### config.mk
export PLATFORM = sky130hd
export DESIGN_NAME = riscv_lsu_flat
export DESIGN_NICKNAME = d
export VERILOG_FILES = /design/src/rtl/riscv_lsu_pkg.sv /design/src/rtl/riscv_lsu_if.sv /design/src/rtl/riscv_load_ext.sv /design/src/rtl/riscv_lsu.sv /design/src/flat_wrapper.sv
export SDC_FILE = /design/constraint.sdc
export NUM_CORES = 1
export LEC_CHECK = 0
export ABC_AREA = 1
export CORE_ASPECT_RATIO = 0.6
export CORE_UTILIZATION = 50
export CTS_BUF_LIST = sky130_fd_sc_hd__clkbuf_16
export DETAILED_ROUTE_END_ITERATION = 6
export PLACE_DENSITY = 0.95
export SLEW_MARGIN = 20
export SYNTH_ARGS = -nofsm -noshare
export SYNTH_HDL_FRONTEND = slang
export SYNTH_SLANG_ARGS = --single-unit
### constraint.sdc
create_clock -name i_clk -period 5.23 [get_ports i_clk]
set_clock_uncertainty 0.2 [all_clocks]
set_input_delay 0.7845 -clock i_clk [delete_from_list [all_inputs] [get_ports i_clk]]
set_output_delay 0.7845 -clock i_clk [all_outputs]
set_load 0.02 [all_outputs]
### src/rtl/riscv_lsu_pkg.sv
// Shared definitions for the load/store unit: data width, funct3 size codes,
// FSM states and the lane/byte-enable helpers used on the request side.
package riscv_lsu_pkg;

  localparam int unsigned XLEN = 32;

  localparam logic [2:0] F3_B  = 3'b000;
  localparam logic [2:0] F3_H  = 3'b001;
  localparam logic [2:0] F3_W  = 3'b010;
  localparam logic [2:0] F3_BU = 3'b100;
  localparam logic [2:0] F3_HU = 3'b101;

  typedef enum logic [1:0] {ST_IDLE, ST_REQ, ST_WAIT} lsu_state_e;
  typedef enum logic [1:0] {SZ_B, SZ_H, SZ_W} lsu_size_e;

  // Unknown funct3 codes fall back to a full word access.
  function automatic lsu_size_e size_of(input logic [2:0] f3);
    lsu_size_e sz;
    case (f3)
      F3_B, F3_BU: sz = SZ_B;
      F3_H, F3_HU: sz = SZ_H;
      F3_W:        sz = SZ_W;
      default:     sz = SZ_W;
    endcase
    return sz;
  endfunction

  function automatic logic misaligned(input logic [2:0] f3, input logic [1:0] off);
    logic m;
    case (size_of(f3))
      SZ_H:    m = off[0];
      SZ_W:    m = (off != 2'b00);
      default: m = 1'b0;
    endcase
    return m;
  endfunction

  function automatic logic [3:0] byte_en(input logic [2:0] f3, input logic [1:0] off);
    logic [3:0] be;
    case (size_of(f3))
      SZ_B:    be = 4'b0001 << off;
      SZ_H:    be = 4'b0011 << off;
      default: be = 4'b1111;
    endcase
    return be;
  endfunction

  function automatic logic [31:0] store_lanes(input logic [2:0] f3, input logic [XLEN-1:0] data);
    logic [31:0] d;
    case (size_of(f3))
      SZ_B:    d = {4{data[7:0]}};
      SZ_H:    d = {2{data[15:0]}};
      default: d = data[31:0];
    endcase
    return d;
  endfunction

endpackage

### src/rtl/riscv_lsu_if.sv
// Data bus between the load/store unit (master) and the memory port (slave).
interface riscv_lsu_if;
  import riscv_lsu_pkg::*;

  logic            o_dbus_req;
  logic            o_dbus_we;
  logic [XLEN-1:0] o_dbus_addr;
  logic [3:0]      o_dbus_be;
  logic [31:0]     o_dbus_wdata;
  logic            i_dbus_gnt;
  logic            i_dbus_rvalid;
  logic [31:0]     i_dbus_rdata;

  modport master (
    output o_dbus_req, o_dbus_we, o_dbus_addr, o_dbus_be, o_dbus_wdata,
    input  i_dbus_gnt, i_dbus_rvalid, i_dbus_rdata
  );

  modport slave (
    input  o_dbus_req, o_dbus_we, o_dbus_addr, o_dbus_be, o_dbus_wdata,
    output i_dbus_gnt, i_dbus_rvalid, i_dbus_rdata
  );

endinterface

### src/rtl/riscv_load_ext.sv
// Load alignment and extension: shifts the addressed lane down and applies
// sign or zero extension according to funct3.
module riscv_load_ext
  import riscv_lsu_pkg::*;
(
  input  logic [31:0]     rdata,
  input  logic [1:0]      offset,
  input  logic [2:0]      funct3,
  output logic [XLEN-1:0] result
);

  logic [31:0] shifted;

  always_comb begin
    shifted = rdata >> {offset, 3'b000};
    case (funct3)
      F3_B:    result = {{24{shifted[7]}}, shifted[7:0]};
      F3_H:    result = {{16{shifted[15]}}, shifted[15:0]};
      F3_BU:   result = {24'h0, shifted[7:0]};
      F3_HU:   result = {16'h0, shifted[15:0]};
      default: result = shifted;
    endcase
  end

endmodule

### src/rtl/riscv_lsu.sv
// Memory-stage load/store unit: issues one data-bus request per access,
// stalls the pipeline until completion and times out missing read responses.
module riscv_lsu
  import riscv_lsu_pkg::*;
#(
  parameter int unsigned P_RESP_TIMEOUT = 255
) (
  input  logic            i_clk,
  input  logic            i_rstn,
  input  logic            i_mem_valid_m,
  input  logic            i_mem_write_m,
  input  logic [2:0]      i_funct3_m,
  input  logic [XLEN-1:0] i_addr_m,
  input  logic [XLEN-1:0] i_wdata_m,
  output logic            o_stall_m,
  output logic            o_misalign_m,
  output logic            o_bus_err_m,
  output logic [XLEN-1:0] o_read_data_w,
  riscv_lsu_if.master     dbus
);

  localparam int unsigned CW = (P_RESP_TIMEOUT > 1) ? $clog2(P_RESP_TIMEOUT + 1) : 1;

  lsu_state_e      state, state_n;
  logic [CW-1:0]   wait_cnt;
  logic [XLEN-1:0] lat_addr;
  logic [1:0]      lat_off;
  logic [2:0]      lat_f3;
  logic            lat_we;
  logic [3:0]      lat_be;
  logic [31:0]     lat_wdata;
  logic            latch, req, store_done, rd_done, timeout;
  logic [XLEN-1:0] load_result;

  riscv_load_ext u_load_ext (
    .rdata  (dbus.i_dbus_rdata),
    .offset (lat_off),
    .funct3 (lat_f3),
    .result (load_result)
  );

  assign o_misalign_m = i_mem_valid_m & misaligned(i_funct3_m, i_addr_m[1:0]);

  always_comb begin
    state_n           = state;
    latch             = 1'b0;
    req               = 1'b0;
    store_done        = 1'b0;
    rd_done           = 1'b0;
    timeout           = 1'b0;
    dbus.o_dbus_we    = 1'b0;
    dbus.o_dbus_addr  = lat_addr;
    dbus.o_dbus_be    = lat_be;
    dbus.o_dbus_wdata = lat_wdata;
    case (state)
      ST_IDLE: begin
        // First cycle drives the bus straight from the pipeline inputs.
        if (i_mem_valid_m && !o_misalign_m) begin
          latch             = 1'b1;
          req               = 1'b1;
          dbus.o_dbus_we    = i_mem_write_m;
          dbus.o_dbus_addr  = {i_addr_m[XLEN-1:2], 2'b00};
          dbus.o_dbus_be    = byte_en(i_funct3_m, i_addr_m[1:0]);
          dbus.o_dbus_wdata = store_lanes(i_funct3_m, i_wdata_m);
          if (!dbus.i_dbus_gnt)   state_n = ST_REQ;
          else if (i_mem_write_m) store_done = 1'b1;
          else                    state_n = ST_WAIT;
        end
      end
      ST_REQ: begin
        req            = 1'b1;
        dbus.o_dbus_we = lat_we;
        if (dbus.i_dbus_gnt) begin
          if (lat_we) begin
            store_done = 1'b1;
            state_n    = ST_IDLE;
          end else begin
            state_n = ST_WAIT;
          end
        end
      end
      ST_WAIT: begin
        if (dbus.i_dbus_rvalid) begin
          rd_done = 1'b1;
          state_n = ST_IDLE;
        end else if (wait_cnt == CW'(P_RESP_TIMEOUT)) begin
          timeout = 1'b1;
          state_n = ST_IDLE;
        end
      end
      default: state_n = ST_IDLE;
    endcase
  end

  assign dbus.o_dbus_req = req & i_rstn;
  assign o_bus_err_m     = timeout & i_rstn;
  assign o_stall_m       = i_rstn & i_mem_valid_m &
                           ~(o_misalign_m | store_done | rd_done | timeout);

  always_ff @(posedge i_clk or negedge i_rstn) begin
    if (!i_rstn) begin
      state         <= ST_IDLE;
      wait_cnt      <= '0;
      o_read_data_w <= '0;
      lat_addr      <= '0;
      lat_off       <= '0;
      lat_f3        <= '0;
      lat_we        <= 1'b0;
      lat_be        <= '0;
      lat_wdata     <= '0;
    end else begin
      state <= state_n;
      // Counter idles at zero outside WAIT, so it is already clear on entry.
      if (state != ST_WAIT) wait_cnt <= '0;
      else                  wait_cnt <= wait_cnt + CW'(1);
      if (rd_done)      o_read_data_w <= load_result;
      else if (timeout) o_read_data_w <= '0;
      if (latch) begin
        lat_addr  <= dbus.o_dbus_addr;
        lat_off   <= i_addr_m[1:0];
        lat_f3    <= i_funct3_m;
        lat_we    <= i_mem_write_m;
        lat_be    <= dbus.o_dbus_be;
        lat_wdata <= dbus.o_dbus_wdata;
      end
    end
  end

endmodule

### src/flat_wrapper.sv
// flat-port wrapper written by rule: the top's interface ports become plain ports
module riscv_lsu_flat import riscv_lsu_pkg::*;
#(
  parameter int unsigned P_RESP_TIMEOUT = 255
)
  (i_clk, i_rstn, i_mem_valid_m, i_mem_write_m, i_funct3_m, i_addr_m, i_wdata_m, o_stall_m, o_misalign_m, o_bus_err_m, o_read_data_w, dbus_o_dbus_req, dbus_o_dbus_we, dbus_o_dbus_addr, dbus_o_dbus_be, dbus_o_dbus_wdata, dbus_i_dbus_gnt, dbus_i_dbus_rvalid, dbus_i_dbus_rdata);
  riscv_lsu_if dbus_i ();
  input  logic i_clk;
  input  logic i_rstn;
  input  logic i_mem_valid_m;
  input  logic i_mem_write_m;
  input  logic [2:0] i_funct3_m;
  input  logic [XLEN-1:0] i_addr_m;
  input  logic [XLEN-1:0] i_wdata_m;
  output logic o_stall_m;
  output logic o_misalign_m;
  output logic o_bus_err_m;
  output logic [XLEN-1:0] o_read_data_w;
  output wire logic [$bits(dbus_i.o_dbus_req)-1:0] dbus_o_dbus_req;
  output wire logic [$bits(dbus_i.o_dbus_we)-1:0] dbus_o_dbus_we;
  output wire logic [$bits(dbus_i.o_dbus_addr)-1:0] dbus_o_dbus_addr;
  output wire logic [$bits(dbus_i.o_dbus_be)-1:0] dbus_o_dbus_be;
  output wire logic [$bits(dbus_i.o_dbus_wdata)-1:0] dbus_o_dbus_wdata;
  input wire logic [$bits(dbus_i.i_dbus_gnt)-1:0] dbus_i_dbus_gnt;
  input wire logic [$bits(dbus_i.i_dbus_rvalid)-1:0] dbus_i_dbus_rvalid;
  input wire logic [$bits(dbus_i.i_dbus_rdata)-1:0] dbus_i_dbus_rdata;
  assign dbus_o_dbus_req = dbus_i.o_dbus_req;
  assign dbus_o_dbus_we = dbus_i.o_dbus_we;
  assign dbus_o_dbus_addr = dbus_i.o_dbus_addr;
  assign dbus_o_dbus_be = dbus_i.o_dbus_be;
  assign dbus_o_dbus_wdata = dbus_i.o_dbus_wdata;
  assign dbus_i.i_dbus_gnt = dbus_i_dbus_gnt;
  assign dbus_i.i_dbus_rvalid = dbus_i_dbus_rvalid;
  assign dbus_i.i_dbus_rdata = dbus_i_dbus_rdata;
  riscv_lsu #(.P_RESP_TIMEOUT(P_RESP_TIMEOUT)) u_core (.i_clk(i_clk), .i_rstn(i_rstn), .i_mem_valid_m(i_mem_valid_m), .i_mem_write_m(i_mem_write_m), .i_funct3_m(i_funct3_m), .i_addr_m(i_addr_m), .i_wdata_m(i_wdata_m), .o_stall_m(o_stall_m), .o_misalign_m(o_misalign_m), .o_bus_err_m(o_bus_err_m), .o_read_data_w(o_read_data_w), .dbus(dbus_i));
endmodule
==> impl_summary.log, run 1 <==
INFO  metric post-route-period-util = 86.3%
INFO  metric worst_setup_path_end_kind = output pin
INFO  metric unrepaired_setup_endpoints_after_global_routing = no
INFO  metric power.leakage = 4.79 nW
INFO  metric layout.cells.most_common = nand2_1
INFO  metric worstPathMaxFanout = 47
INFO  metric cp_data_arrival_time = 3530 ps
INFO  metric cts_tree = yes
INFO  metric synth_flop_cell = dfrtp_1
INFO  metric core-area = 12100 um2
INFO  metric drt_first_iter_violations = 709
INFO  metric fillers = 913
INFO  metric die_area = 13000 um2
INFO  metric setup-violations-final = 0
INFO  metric global_route.overflow_total = 0
INFO  metric period_needed = 4510 ps
INFO  metric maxClockFrequency = 221 MHz
INFO  metric grt_util_all_layers = 29.6%
INFO  metric required_time_worst_endpoint = 4250 ps
INFO  metric num_rows = 31
INFO  metric clk_root_buffer_cell = clkbuf_16
INFO  metric drc_errors = 0
INFO  metric max_stage_delay_cell_worst_path = clkdlybuf4s50_1
INFO  metric synth_edf_count = 0
INFO  metric result_of_the_run = finished, final reports clean
INFO  metric antenna_found_initial = 0
INFO  metric fp.dieH = 88.7 um
INFO  metric power = 5.47 mW
INFO  metric postCtsHoldBufs = 0
INFO  metric number_of_synthesis_warnings = 0
INFO  metric via_count_of_the_first_global_routing_pass = 5899
INFO  metric avgViaCountPerCell = 5.18
INFO  metric maximum_cell_stage_delay_along_the_critical_path = 650 ps
INFO  metric clock-sinks = 116
INFO  metric synth-seq-cells = 116
INFO  metric post_drt_wl_per_cell = 14.8 um
INFO  metric drive_above_1_share = 5.56%
INFO  metric cts-root-to-sink-buffers = 2
INFO  metric layout.cells.most_common_list = nand2_1 (495), clkdlybuf4s50_1 (208), dfrtp_1 (116), nand3_1 (65), inv_1 (50)
INFO  metric post_synth_instance_area = 6260 um2
INFO  metric worstSkewPairLatency = 410 ps
INFO  metric final_area = 8980 um2
INFO  metric htree_num_levels = 4
INFO  metric worst_pin_slew = 830 ps
INFO  metric cts_post_setup_buffers_inserted = 0
INFO  metric syn-num-nets = 1016
INFO  metric cts_repair_resize_count = 0
INFO  metric cp-start-kind = input pin
INFO  metric numPortBuffers = 209
INFO  metric layout-area-overhead-vs-synth = 43.6%
INFO  metric syn-instance-count = 910
INFO  metric critPathTopFamily = buffers and inverters
INFO  metric critical_path_buf_inv_count = 3
INFO  metric ir_worst_vdd = 0.000359 V
INFO  metric dpl.hpwl = 13600 um
INFO  metric max-slew-margin-rel = 44.7%
INFO  metric number_of_optimization_iterations_in_the_first_detailed_route_pass = 5
INFO  metric die_width = 146 um
INFO  metric design.final.nets = 1208
INFO  metric synth.top_cell.area_share = 46.4%
INFO  metric timing_worst_setup_path_type = input pin to output pin
INFO  metric clkTransAtPathRegs = 50 ps
INFO  metric tritoncts_buffer_count = 17
INFO  metric hold_viol = 0
INFO  metric avgSynthCellArea = 6.88 um2
INFO  metric grt_first_pass_wirelength = 29600 um
INFO  metric synth_top_cell_by_area = dfrtp_1
INFO  metric initial_core_util = 51.5%
INFO  metric ys_seq_area_share = 46.4%
INFO  metric netlist_top_cells_area = dfrtp_1 (46%), nand2_1 (30%), nand3_1 (5.2%)
INFO  metric maxCapViolCount = 0
INFO  metric postPlaceCellArea = 8400 um2
INFO  metric yosysUniqueCellTypes = 27
INFO  metric hold_path_class = input pin to asynchronous set/reset pin
INFO  metric final_max_slew_viol_count = 0
INFO  metric critical_path.cell_chain = clkdlybuf4s50_1 -> nand3_2 -> nand3_4 -> nor2_4 -> buf_4 -> nand2_1 -> nand2_1 -> clkdlybuf4s50_1
INFO  metric antennaDiodeCount = 0
INFO  metric utilization = 74.0%
INFO  metric power_per_cell_area = 609 nW/um2
INFO  metric tns_setup = 0 ps
INFO  metric gp_routability_congestion = 0.889
INFO  metric dr_total_vias = 6633
INFO  metric num_io_pins = 210
INFO  metric async_flop_share = 100%
INFO  metric antenna_violating_nets_post_route = 0
INFO  metric grt_max_degree = 68
INFO  metric finalWirelength = 19000 um
-- per-layer routing --
layer,share of wire (%),wire length (um),vias to the layer above,track usage (%)
li1,-,-,3202,-
met1,44,8340,3037,41.5
met2,45,8440,358,45.5
met3,9.8,1870,36,8.20
met4,1.6,309,0,8.24
met5,0,0,-,0
-- final cells by class --
cell class / instances / area, um2 / area share (%)
clock inverters: 15 / 159 / 1.77
flip-flops and latches: 116 / 2900 / 32.3
repair buffers: 217 / 2150 / 23.9
multi-input cells: 695 / 2930 / 32.7
clock buffers: 17 / 425 / 4.74
inverters: 55 / 206 / 2.30
well taps: 165 / 206 / 2.30
-- through the flow --
step           instances  worst slack, ps  hold slack (ps)
6_report            1280              715              210
5_1_grt             1280              521              253
4_1_cts             1280              765              229
3_5_place_dp        1248              793              248
3_3_place_gp        1248              883              244
2_1_floorplan        910             2420              231
-- worst reg2reg max path, delay by kind of cell, from the launching register on --
| kind | cells | cell delay, ps |
|---|---|---|
| simple gates | 6 | 1000 |
| flops | 1 | 850 |
| buf+inv | 1 | 450 |
-- flip-flops by register name, summed over array words and instances, names as in the netlist --
| signal | count |
|---|---|
| u_core.wait_cnt | 8 |
| u_core.lat_off | 2 |
| u_core.lat_we | 1 |
| u_core.lat_addr | 32 |
| u_core.state | 2 |
| u_core.lat_wdata | 32 |
| u_core.o_read_data_w | 32 |
| u_core.lat_f3 | 3 |
| u_core.lat_be | 4 |
-- worst paths after layout --
path                            depth (start not counted)                from  slack [ps]                  endpoint
worst max-delay path                                    8       i_funct3_m[0]         720      dbus_o_dbus_addr[26]
min in group i_clk                                      2  u_core.lat_addr[1]         260        u_core.lat_addr[1]
worst min-delay path                                    1              i_rstn         210        u_core.wait_cnt[0]
max in group asynchronous                               2              i_rstn        3330  u_core.o_read_data_w[14]
worst max register to register                          7   u_core.lat_off[0]        2610  u_core.o_read_data_w[22]
worst min register to register                          2  u_core.lat_addr[1]         260        u_core.lat_addr[1]
-- cell families after synthesis --
logic type,count (synthesis),synth area share [%]
simple gates,626,40.5
flops,116,46.4
buf+inv,99,6.74
compound gates,68,6.20
fa+ha+maj,1,0.200
-- power breakdown --
part / internal (mW) / total (mW) / leakage [nW] / switching, mW
Combinational: 1.15 / 2.86 / 3.07 / 1.71
Sequential: 1.28 / 1.48 / 1.46 / 0.209
Clock: 0.702 / 1.13 / 0.269 / 0.430
-- cells in the mapped netlist, types with 2 or more instances --
library cell and count:
buf_1 3, o211ai_1 14, buf_6 2, nor2_1 46
nor2_2 7, buf_4 2, buf_2 22, clkbuf_1 15
nand4_1 2, nand3_1 65, nand3_4 2, dfrtp_1 116
nand2_2 2, inv_1 50, o21ai_0 27, nor3_1 2
nand3_2 2, a21oi_1 24, inv_2 5, nand2_1 495
(Power assumes the default switching activity.)
==> inputs of run 2 (changes only) <==
- SKIP_CTS_REPAIR_TIMING: not set -> 1
==> results of run 2 <==
No change in the layout: final DEF, timing and power equal those of run 1.
